--- src/rtl/penc_pkg.sv ---
// Shared definitions for the streaming priority encoder.
//   state_t    : controller states (IDLE waits for a vector, SCAN emits beats)
//   ORD_MSB    : scan order value selecting highest set bit first
//   ORD_LSB    : scan order value selecting lowest set bit first
//   clog2_min1 : ceil(log2(value)) clamped to at least 1, used for index widths
package penc_pkg;

  typedef enum logic {
    IDLE = 1'b0,
    SCAN = 1'b1
  } state_t;

  localparam logic ORD_MSB = 1'b0;
  localparam logic ORD_LSB = 1'b1;

  // Constant function: smallest r >= 1 with 2**r >= value.
  function automatic int clog2_min1(input int value);
    int r;
    r = 1;
    for (int i = 1; i < 31; i++) begin
      if ((1 << i) < value) r = i + 1;
    end
    return r;
  endfunction

endpackage

--- src/rtl/penc_find_first.sv ---
// Combinational find-first over a request vector.
//   vector : request bits to search
//   ord    : ORD_MSB -> highest set bit, ORD_LSB -> lowest set bit
//   index  : position of the selected bit (0 when no bit is set)
//   any    : at least one bit is set
//   single : exactly one bit is set
// The search is a binary tree of 2-input slices. For MSB-first the leaves
// are fed bit-reversed so a single "lowest wins" tree serves both orders;
// the root index is mirrored back afterwards.
module penc_find_first
  import penc_pkg::*;
#(
  parameter int WIDTH = 16,
  parameter int IDX_W = clog2_min1(WIDTH)
) (
  input  logic [WIDTH-1:0] vector,
  input  logic             ord,
  output logic [IDX_W-1:0] index,
  output logic             any,
  output logic             single
);

  // Tree is padded to a power of two; pad leaves are constant zero.
  localparam int LEAVES = 1 << IDX_W;

  for (genvar gl = 0; gl <= IDX_W; gl++) begin : g_lvl
    localparam int N = LEAVES >> gl;
    logic [N-1:0]     any_v;
    logic [N-1:0]     single_v;
    logic [IDX_W-1:0] idx_v [N];

    if (gl == 0) begin : g_leaf
      for (genvar gi = 0; gi < N; gi++) begin : g_bit
        if (gi < WIDTH) begin : g_real
          assign any_v[gi] = (ord == ORD_LSB) ? vector[gi] : vector[WIDTH-1-gi];
        end else begin : g_pad
          assign any_v[gi] = 1'b0;
        end
        assign single_v[gi] = any_v[gi];
        assign idx_v[gi]    = IDX_W'(gi);
      end
    end else begin : g_node
      for (genvar gi = 0; gi < N; gi++) begin : g_slice
        // Left child covers the lower leaf positions, so it wins when set.
        assign any_v[gi]    = g_lvl[gl-1].any_v[2*gi] | g_lvl[gl-1].any_v[2*gi+1];
        assign single_v[gi] = (g_lvl[gl-1].single_v[2*gi] & ~g_lvl[gl-1].any_v[2*gi+1]) |
                              (~g_lvl[gl-1].any_v[2*gi] & g_lvl[gl-1].single_v[2*gi+1]);
        assign idx_v[gi]    = g_lvl[gl-1].any_v[2*gi] ? g_lvl[gl-1].idx_v[2*gi]
                                                      : g_lvl[gl-1].idx_v[2*gi+1];
      end
    end
  end

  logic [IDX_W-1:0] root_idx;
  assign root_idx = g_lvl[IDX_W].idx_v[0];
  assign any      = g_lvl[IDX_W].any_v[0];
  assign single   = g_lvl[IDX_W].single_v[0];

  always_comb begin
    index = '0;
    if (any) begin
      index = (ord == ORD_LSB) ? root_idx : (IDX_W'(WIDTH - 1) - root_idx);
    end
  end

endmodule

--- src/rtl/priority_enc_stream.sv ---
// Streaming priority encoder: accepts a WIDTH-bit request vector over a
// valid/ready handshake and emits the index of every set bit, one beat per
// cycle, MSB-first or LSB-first as chosen at accept time.
//   clk, rst       : clock, synchronous active-high reset
//   cfg_lsb_first  : scan order, sampled only when a vector is accepted
//   in_valid/in_ready/in_vector : request vector handshake
//   out_valid/out_ready         : beat handshake
//   out_index      : index of the current set bit
//   out_last       : final beat of this vector
//   out_empty      : accepted vector was zero (single beat, index 0, last 1)
//   busy           : a vector is being scanned
//   out_count      : popcount of the accepted vector (only with PENC_COUNT_EN)
// Build option: define PENC_COUNT_EN to add the out_count port.
module priority_enc_stream
  import penc_pkg::*;
#(
  parameter int  WIDTH = 16,
  localparam int IDX_W = clog2_min1(WIDTH)
) (
  input  logic             clk,
  input  logic             rst,
  input  logic             cfg_lsb_first,
  input  logic             in_valid,
  output logic             in_ready,
  input  logic [WIDTH-1:0] in_vector,
  output logic             out_valid,
  input  logic             out_ready,
  output logic [IDX_W-1:0] out_index,
  output logic             out_last,
  output logic             out_empty,
  output logic             busy
`ifdef PENC_COUNT_EN
  ,
  output logic [IDX_W:0]   out_count
`endif
);

  state_t           state_reg;
  logic [WIDTH-1:0] work_reg;   // bits not yet handed off, incl. the one on the output
  logic             ord_reg;
  logic             in_ready_reg;
  logic             out_valid_reg;
  logic [IDX_W-1:0] out_index_reg;
  logic             out_last_reg;
  logic             out_empty_reg;

  logic             accept;
  logic             advance;
  logic             finish;
  logic [WIDTH-1:0] work_cleared;
  logic [WIDTH-1:0] ff_vector;
  logic             ff_ord;
  logic [IDX_W-1:0] ff_index;
  logic             ff_any;
  logic             ff_single;

  assign accept  = (state_reg == IDLE) && in_valid && in_ready_reg;
  assign advance = (state_reg == SCAN) && out_valid_reg && out_ready && !out_last_reg;
  assign finish  = (state_reg == SCAN) && out_valid_reg && out_ready && out_last_reg;

  // The search looks at what the work register will hold next cycle, so the
  // first beat lands one cycle after accept and later beats follow back to back.
  assign work_cleared = work_reg & ~(WIDTH'(1) << out_index_reg);
  assign ff_vector    = accept ? in_vector : work_cleared;
  assign ff_ord       = accept ? cfg_lsb_first : ord_reg;

  penc_find_first #(
    .WIDTH (WIDTH),
    .IDX_W (IDX_W)
  ) u_find_first (
    .vector (ff_vector),
    .ord    (ff_ord),
    .index  (ff_index),
    .any    (ff_any),
    .single (ff_single)
  );

`ifdef PENC_COUNT_EN
  logic [IDX_W:0] in_popcount;
  logic [IDX_W:0] out_count_reg;

  always_comb begin
    in_popcount = '0;
    for (int i = 0; i < WIDTH; i++) begin
      in_popcount = in_popcount + (IDX_W + 1)'(in_vector[i]);
    end
  end

  always_ff @(posedge clk) begin
    if (rst) begin
      out_count_reg <= '0;
    end else if (accept) begin
      out_count_reg <= in_popcount;
    end
  end

  assign out_count = out_count_reg;
`endif

  always_ff @(posedge clk) begin
    if (rst) begin
      state_reg     <= IDLE;
      work_reg      <= '0;
      ord_reg       <= ORD_MSB;
      in_ready_reg  <= 1'b0;
      out_valid_reg <= 1'b0;
      out_index_reg <= '0;
      out_last_reg  <= 1'b0;
      out_empty_reg <= 1'b0;
    end else if (state_reg == IDLE) begin
      in_ready_reg <= 1'b1;
      if (accept) begin
        state_reg     <= SCAN;
        work_reg      <= in_vector;
        ord_reg       <= cfg_lsb_first;
        in_ready_reg  <= 1'b0;
        out_valid_reg <= 1'b1;
        out_index_reg <= ff_index;
        // A zero vector still gets one beat, flagged empty and last.
        out_last_reg  <= ff_single | ~ff_any;
        out_empty_reg <= ~ff_any;
      end
    end else begin
      if (finish) begin
        state_reg     <= IDLE;
        work_reg      <= '0;
        in_ready_reg  <= 1'b1;
        out_valid_reg <= 1'b0;
        out_index_reg <= '0;
        out_last_reg  <= 1'b0;
        out_empty_reg <= 1'b0;
      end else if (advance) begin
        work_reg      <= work_cleared;
        out_index_reg <= ff_index;
        out_last_reg  <= ff_single;
        out_empty_reg <= 1'b0;
      end
    end
  end

  assign in_ready  = in_ready_reg;
  assign out_valid = out_valid_reg;
  assign out_index = out_index_reg;
  assign out_last  = out_last_reg;
  assign out_empty = out_empty_reg;
  assign busy      = (state_reg == SCAN);

endmodule

--- config.mk ---
export PLATFORM = sky130hd
export DESIGN_NAME = priority_enc_stream
export DESIGN_NICKNAME = d
export VERILOG_FILES = /design/src/rtl/penc_pkg.sv /design/src/rtl/penc_find_first.sv /design/src/rtl/priority_enc_stream.sv
export SDC_FILE = /design/constraint.sdc
export NUM_CORES = 1
export LEC_CHECK = 0
export ABC_AREA = 1
export BUFFER_PORTS_ARGS = -buffer_cell sky130_fd_sc_hd__buf_4
export CORE_MARGIN = 2
export CORE_UTILIZATION = 53
export DETAILED_ROUTE_END_ITERATION = 10
export PLACE_DENSITY = 0.71
export SLEW_MARGIN = 20
export SYNTH_ARGS = -nofsm -noshare
export SYNTH_HDL_FRONTEND = slang
export SYNTH_SLANG_ARGS = --single-unit
--- constraint.sdc ---
create_clock -name clk -period 3.4 [get_ports clk]
set_input_delay 0.17 -clock clk [delete_from_list [all_inputs] [get_ports clk]]
set_output_delay 0.17 -clock clk [all_outputs]
set_load 0.05 [all_outputs]
# Word-level counts from Yosys, hierarchy flattened
# Cells that the tools add are included.
# W data, S select, Z words.
[word_totals]
ff_bits = 26
inputBits = 21
output_inout_bits = 9
word_cells = 177
[op_classes]
n_addsub = 1
eq_ne = 2
shifts = 1
n_mux = 60
bitwise = 95
n_reduce_logical = 10
[ops]
columns = ["op", "count"]
rows = [
  ["$mux W16", 5],
  ["$mux W4", 13],
  ["$mux W1", 42],
  ["$not A1 Y1", 32],
  ["$or A1 B1 Y1", 31],
  ["$and A1 B1 Y1", 30],
  ["$and A16 B16 Y16", 1],
  ["$not A16 Y16", 1],
  ["$shl A1 B4 Y16 const A", 1],
  ["$logic_and A1 B1 Y1", 6],
  ["$reduce_and A2 Y1", 2],
  ["$sub A4 B4 Y4 const A", 1],
  ["$ne A3 B1 Y1 const B", 1],
  ["$ne A2 B1 Y1 const B", 1],
  ["$reduce_bool A2 Y1", 1],
  ["$logic_not A1 Y1", 1],
]

# Depth between registers and ports, before layout
[logic_depth]
ltp_word = 17
depth_mapped = 19
mapped_depth_nobuf = 17

# Hierarchy
# A second synthesis with hierarchy kept.
[unflattened]
hier_cells = 351
area_unflattened_um2 = 2179.6
[modules_own_cells]
columns = ["module", "instances", "cells_each", "area_each_um2", "seq_area_each_um2"]
rows = [
  ["priority_enc_stream", 1, 239, 1540.2, 520.5],
  ["penc_find_first", 1, 112, 639.4, 0.0],
]

# Worst setup path before layout
# OpenSTA, ideal clock, no wires.
[synth_timing]
path_kind = "register to register"
startpoint = "register in_ready_reg, in the netlist in_ready"
endpoint = "register out_last_reg, in the netlist out_last"
setup_ns = 0.065
arrival_time_ns = 2.836
required_time_ns = 3.335
path_slack_ns = 0.498
stages_incl_launch_ff = 18
path_buffers = 2
period_less_slack_ns = 2.902
cell_sequence = "dfxtp_1 > nand2_2 > nor2_4 > nand2_2 > nand2_2 > buf_6 > clkbuf_1 > nand3_1 > nand2_1 > ha_1 > nand2_1 > nor2_1 > inv_1 > nor3_1 > nand2_1 > o21ai_0 > a31oi_1 > nor2_1"
[synth_via]
elab_chain_len = 15
elab_cells_between_ends = 117
classes_between = "mux: 22; bitwise: 92; reduce/logical: 3"
[synth_rtl]
columns = ["element", "line", "source"]
rows = [
  ["start, declared", "priority_enc_stream.sv:41", "logic in_ready_reg;"],
  ["start signal, assigned", "priority_enc_stream.sv:105", "in_ready_reg <= 1'b0;"],
  ["start signal, assigned", "priority_enc_stream.sv:111", "in_ready_reg <= 1'b1;"],
  ["start signal, assigned", "priority_enc_stream.sv:116", "in_ready_reg <= 1'b0;"],
  ["$logic_and A1 B1 Y1 (*)", "priority_enc_stream.sv:57", "assign accept = (state_reg == IDLE) && in_valid && in_ready_reg;"],
  ["$mux W16 / $mux W1 (equally long branches)", "-", ""],
  ["$mux W1", "penc_find_first.sv:35", "assign any_v[gi] = (ord == ORD_LSB) ? vector[gi] : vector[WIDTH-1-gi];"],
  ["$not A1 Y1 (on tied branches)", "penc_find_first.sv:46, penc_find_first.sv:47", ""],
  ["$and A1 B1 Y1 (on tied branches)", "penc_find_first.sv:46, penc_find_first.sv:47", ""],
  ["$or A1 B1 Y1", "penc_find_first.sv:46", "assign single_v[gi] = (g_lvl[gl-1].single_v[2*gi] & ~g_lvl[gl-1].any_v[2*gi+1]) |"],
  ["$and A1 B1 Y1 (on tied branches)", "penc_find_first.sv:46, penc_find_first.sv:47", ""],
  ["$or A1 B1 Y1", "penc_find_first.sv:46", ""],
  ["$and A1 B1 Y1 (on tied branches)", "penc_find_first.sv:46, penc_find_first.sv:47", ""],
  ["$or A1 B1 Y1", "penc_find_first.sv:46", ""],
  ["$and A1 B1 Y1 (on tied branches)", "penc_find_first.sv:46, penc_find_first.sv:47", ""],
  ["$or A1 B1 Y1", "penc_find_first.sv:46", ""],
  ["$or A1 B1 Y1 / $mux W1 (equally long branches)", "priority_enc_stream.sv:120, priority_enc_stream.sv:132", ""],
  ["$mux W1 (on tied branches)", "priority_enc_stream.sv:112, priority_enc_stream.sv:124", ""],
  ["$mux W1", "priority_enc_stream.sv:110", "end else if (state_reg == IDLE) begin"],
  ["end signal, assigned", "priority_enc_stream.sv:120", "out_last_reg <= ff_single | ~ff_any;"],
  ["end signal, assigned", "priority_enc_stream.sv:135", "out_last_reg <= ff_single;"],
  ["end, declared", "priority_enc_stream.sv:44", "logic out_last_reg;"],
]
# Every way passes the cells marked *; elsewhere a longest branch is shown, timed or not. The select of a mux whose other input is x is not followed.
# A chain may end at the register's enable or synchronous reset.

# Worst setup path in the final report
[layout_timing]
startpoint = "register state_reg, in the netlist busy"
endpoint = "register out_last_reg, in the netlist out_last"
[layout_via]
elab_chain_len = 17
elab_cells_between_ends = 124
classes_between = "eq/ne: 1; mux: 22; bitwise: 93; reduce/logical: 8"
[layout_rtl]
columns = ["element", "line", "source"]
rows = [
  ["start, declared", "priority_enc_stream.sv:38", "state_t state_reg;"],
  ["start signal, assigned", "priority_enc_stream.sv:102", "state_reg <= IDLE;"],
  ["start signal, assigned", "priority_enc_stream.sv:113", "state_reg <= SCAN;"],
  ["start signal, assigned", "priority_enc_stream.sv:125", "state_reg <= IDLE;"],
  ["$not A1 Y1", "-", ""],
  ["$logic_and A1 B1 Y1 (2 in series)", "priority_enc_stream.sv:57", ""],
  ["$mux W16 / $mux W1 (equally long branches)", "-", ""],
  ["$mux W1", "penc_find_first.sv:35", ""],
  ["$not A1 Y1 (on tied branches)", "penc_find_first.sv:46, penc_find_first.sv:47", ""],
  ["$and A1 B1 Y1 (on tied branches)", "penc_find_first.sv:46, penc_find_first.sv:47", ""],
  ["$or A1 B1 Y1", "penc_find_first.sv:46", ""],
  ["$and A1 B1 Y1 (on tied branches)", "penc_find_first.sv:46, penc_find_first.sv:47", ""],
  ["$or A1 B1 Y1", "penc_find_first.sv:46", ""],
  ["$and A1 B1 Y1 (on tied branches)", "penc_find_first.sv:46, penc_find_first.sv:47", ""],
  ["$or A1 B1 Y1", "penc_find_first.sv:46", ""],
  ["$and A1 B1 Y1 (on tied branches)", "penc_find_first.sv:46, penc_find_first.sv:47", ""],
  ["$or A1 B1 Y1", "penc_find_first.sv:46", ""],
  ["$or A1 B1 Y1 / $mux W1 (equally long branches)", "priority_enc_stream.sv:120, priority_enc_stream.sv:132", ""],
  ["$mux W1 (on tied branches)", "priority_enc_stream.sv:112, priority_enc_stream.sv:124", ""],
  ["$mux W1", "priority_enc_stream.sv:110", ""],
]
# Several ways; a longest one is shown, not always the timed one. The select of a mux whose other input is x is not followed.

==> load_flow_metrics.sql <==
INSERT INTO impl_metrics (metric_group, metric, value, unit) VALUES
('logic_synthesis', 'post_synth_arst_share', '0', '%'),
('clock_network', 'cts_made_buffers', '3', ''),
('global_route', 'via_count_of_the_first_global_routing_pass', '1958', ''),
('global_route', 'grt_pass1_wl', '9390', 'um'),
('logic_synthesis', 'yosys-top-cells-area', 'dfxtp_1 (25%), nand3_1 (18%), nand2_1 (12%)', ''),
('global_route', 'grtUsageTotal', '27.9', '%'),
('logic_synthesis', 'post_synth_most_frequent_cells', 'nand3_1 (72), nand2_1 (64), a21oi_1 (40)', ''),
('detailed_routing', 'drt-initial-drc-count', '181', ''),
('logic_synthesis', 'netlist-cell-type-count', '27', ''),
('timing', 'final_min_period_over_clock_period', '88.8', '%'),
('clock_network', 'cts-hold-fix-buffers', '0', ''),
('floorplanning', 'die_height', '66.1', 'um'),
('cells_and_area', 'largest_register_ffs', '16', ''),
('setup_path', 'cp_top_family', 'simple AND/OR/NAND/NOR gates', ''),
('clock_network', 'cts.sinks', '26', ''),
('logic_synthesis', 'synth.avg_cell_area', '6.47', 'sq um'),
('floorplanning', 'die_w', '66.1', 'um'),
('setup_path', 'cp_max_fo', '22', ''),
('flow_run', 'drv_cap', '0', ''),
('placed_design', 'port_buffers', '29', ''),
('timing', 'max_freq', '331', 'MHz'),
('setup_path', 'maximum_single_stage_delay_on_the_critical_path', '0.45', 'ns'),
('setup_path', 'worstReg2RegStart', 'busy', ''),
('detailed_routing', 'route.final.wire_length', '5800', 'um'),
('detailed_routing', 'ant_nets', '0', ''),
('placed_design', 'post-dp-hpwl', '4220', 'um'),
('pwr', 'total_leakage_power', '0.971', 'nW'),
('pwr', 'comb_power_share', '45.4', '%'),
('run_status', 'run_status', 'completed', ''),
('clock_network', 'htree_num_levels', '1', ''),
('logic_synthesis', 'post-synth-top-count-cell', 'nand3_1', ''),
('min_path', 'holdCritStartpoint', 'rst', ''),
('setup_path', 'r2r_setup_slack', '0.38', 'ns'),
('logic_synthesis', 'synth_seq_area_share', '25.5', '%'),
('setup_path', 'cp.buffers_inverters', '2', ''),
('logic_synthesis', 'ys_seq_elements', '26', ''),
('timing', 'rsz0062_at_grt', 'no', ''),
('pwr', 'power.internal', '615', 'uW'),
('pwr', 'switching_share', '42.5', '%'),
('setup_path', 'required', '3.63', 'ns'),
('placed_design', 'routabilityCongestion', '0.983', ''),
('timing', 'fin_worst_skew', '0.00761', 'ns'),
('timing', 'tns', '0', 'ns'),
('logic_synthesis', 'ys_dominant_reg_cell', 'dfxtp_1', ''),
('min_path', 'worst_hold_path_type', 'primary input to flip-flop', ''),
('floorplanning', 'ioPinCount', '30', ''),
('clock_network', 'path_clk_slew', '0.10', 'ns'),
('clock_network', 'worstSkewPairLatency', '0.29', 'ns'),
('pwr', 'seq_power_share', '34.4', '%'),
('setup_path', 'cp_cell_sequence', 'inv_2 -> nand3_4 -> nand2_1 -> nand2_2 -> nand3_2 -> nand2_2 -> ha_1 -> nand2_1 -> nor2_1 -> inv_1 -> nor3_1 -> nand2_1 -> o21ai_0 -> a31oi_1 -> nor2_1', ''),
('setup_path', 'startpoint_type', 'flip-flop', ''),
('clock_network', 'max-clock-path-buffers', '2', ''),
('pwr', 'pwr_density_cell', '464', 'mW/mm^2'),
('global_route', 'gr-total-overflow', '0', ''),
('logic_synthesis', 'yosysTopAreaCell', 'dfxtp_1', ''),
('clock_network', 'cts-resized-gates', '0', ''),
('detailed_routing', 'route.detailed.wl_per_inst', '15.1', 'um'),
('logic_synthesis', 'post_synth_instance_area', '0.00204', 'sq mm'),
('timing', 'maxSlewViolCount', '0', ''),
('logic_synthesis', 'synthCells', '316', ''),
('setup_path', 'slowest_cell_on_crit_path', 'dfxtp_1', ''),
('clock_network', 'cts_setup_buffers', '0', ''),
('pwr', 'clkPwrFrac', '20.2', '%'),
('setup_path', 'cp.arrival', '3.25', 'ns'),
('timing', 'timing.slew.headroom', '69.8', '%'),
('detailed_routing', 'via_per_inst', '5.89', ''),
('floorplanning', 'floorplan.core_area', '0.00369', 'sq mm'),
('logic_synthesis', 'synth_largest_type_area_fraction', '25.5', '%'),
('pwr', 'total_power', '1.07', 'mW'),
('clock_network', 'ctsRootBufferMaster', 'clkbuf_8', ''),
('pwr', 'power.switching', '454', 'uW');
[per-layer routing]
layer | global-route usage (%) | share of wire [%] | up-vias
li1 | - | - | 1142
met1 | 38.6 | 47 | 1038
met2 | 45.6 | 46 | 73
met3 | 3.24 | 4.9 | 9
met4 | 7.65 | 1.5 | 0
met5 | 0 | 0 | -
[worst paths after layout]
kind,to,cells after the start
setup / recovery,out_last,15
hold / removal,busy,2
setup reg to reg,out_last,15
hold reg to reg,out_empty,2
[power groups by stage]
stage | Clock, mW | Combinational, mW | Sequential [mW]
final | 0.216 | 0.486 | 0.368
after global routing | 0.230 | 0.543 | 0.372
after CTS | 0.217 | 0.481 | 0.366
after detailed placement | 0 | 0.477 | 0.373
after global placement | 0 | 0.474 | 0.373
after floorplan | 0 | 0.349 | 0.387
[cell families after synthesis]
kind of cell | after synthesis | synth area share [%]
flip-flops | 26 | 25.5
AND/OR/NAND/NOR | 176 | 42.4
XOR/XNOR | 2 | 0.857
buffers and inverters | 36 | 8.39
AO/OA/AOI/OAI | 68 | 18.0
adder cells (fa/ha/maj) | 8 | 4.90
[through the flow]
stage                     worst slack [ns]  utilization (%)  cells  area [sq um]  hold slack [ns]
after floorplan                      0.498                -    316          2040            0.368
after global placement               0.560             61.0    380          2250            0.426
after detailed placement             0.448             61.0    380          2250            0.430
after CTS                            0.408             62.5    384          2310            0.131
after global routing                0.0339             62.5    384          2310            0.143
final                                0.381             62.5    384          2310            0.134
[area by class of cell]
type                       count  area (sq um)
timing repair buffer          33           248
inverter                      19          71.3
multi-input combinational    254          1350
fill                         370          1380
clock buffer                   4          55.1
sequential                    26           520
tap                           48          60.1
[cell usage in the layout, fill, tap and decap left out, types with 4 or more instances in the layout]
cell	instances
nand3_1	72
nand2_1	64
a21oi_1	40
buf_4	33
dfxtp_1	26
o21ai_0	19
inv_1	18
nor2_1	14
nand4_1	9
ha_1	8
nand3_2	7
nand2_2	5
a22o_1	5
clkbuf_8	4
Power figures use the tool's default switching activity.
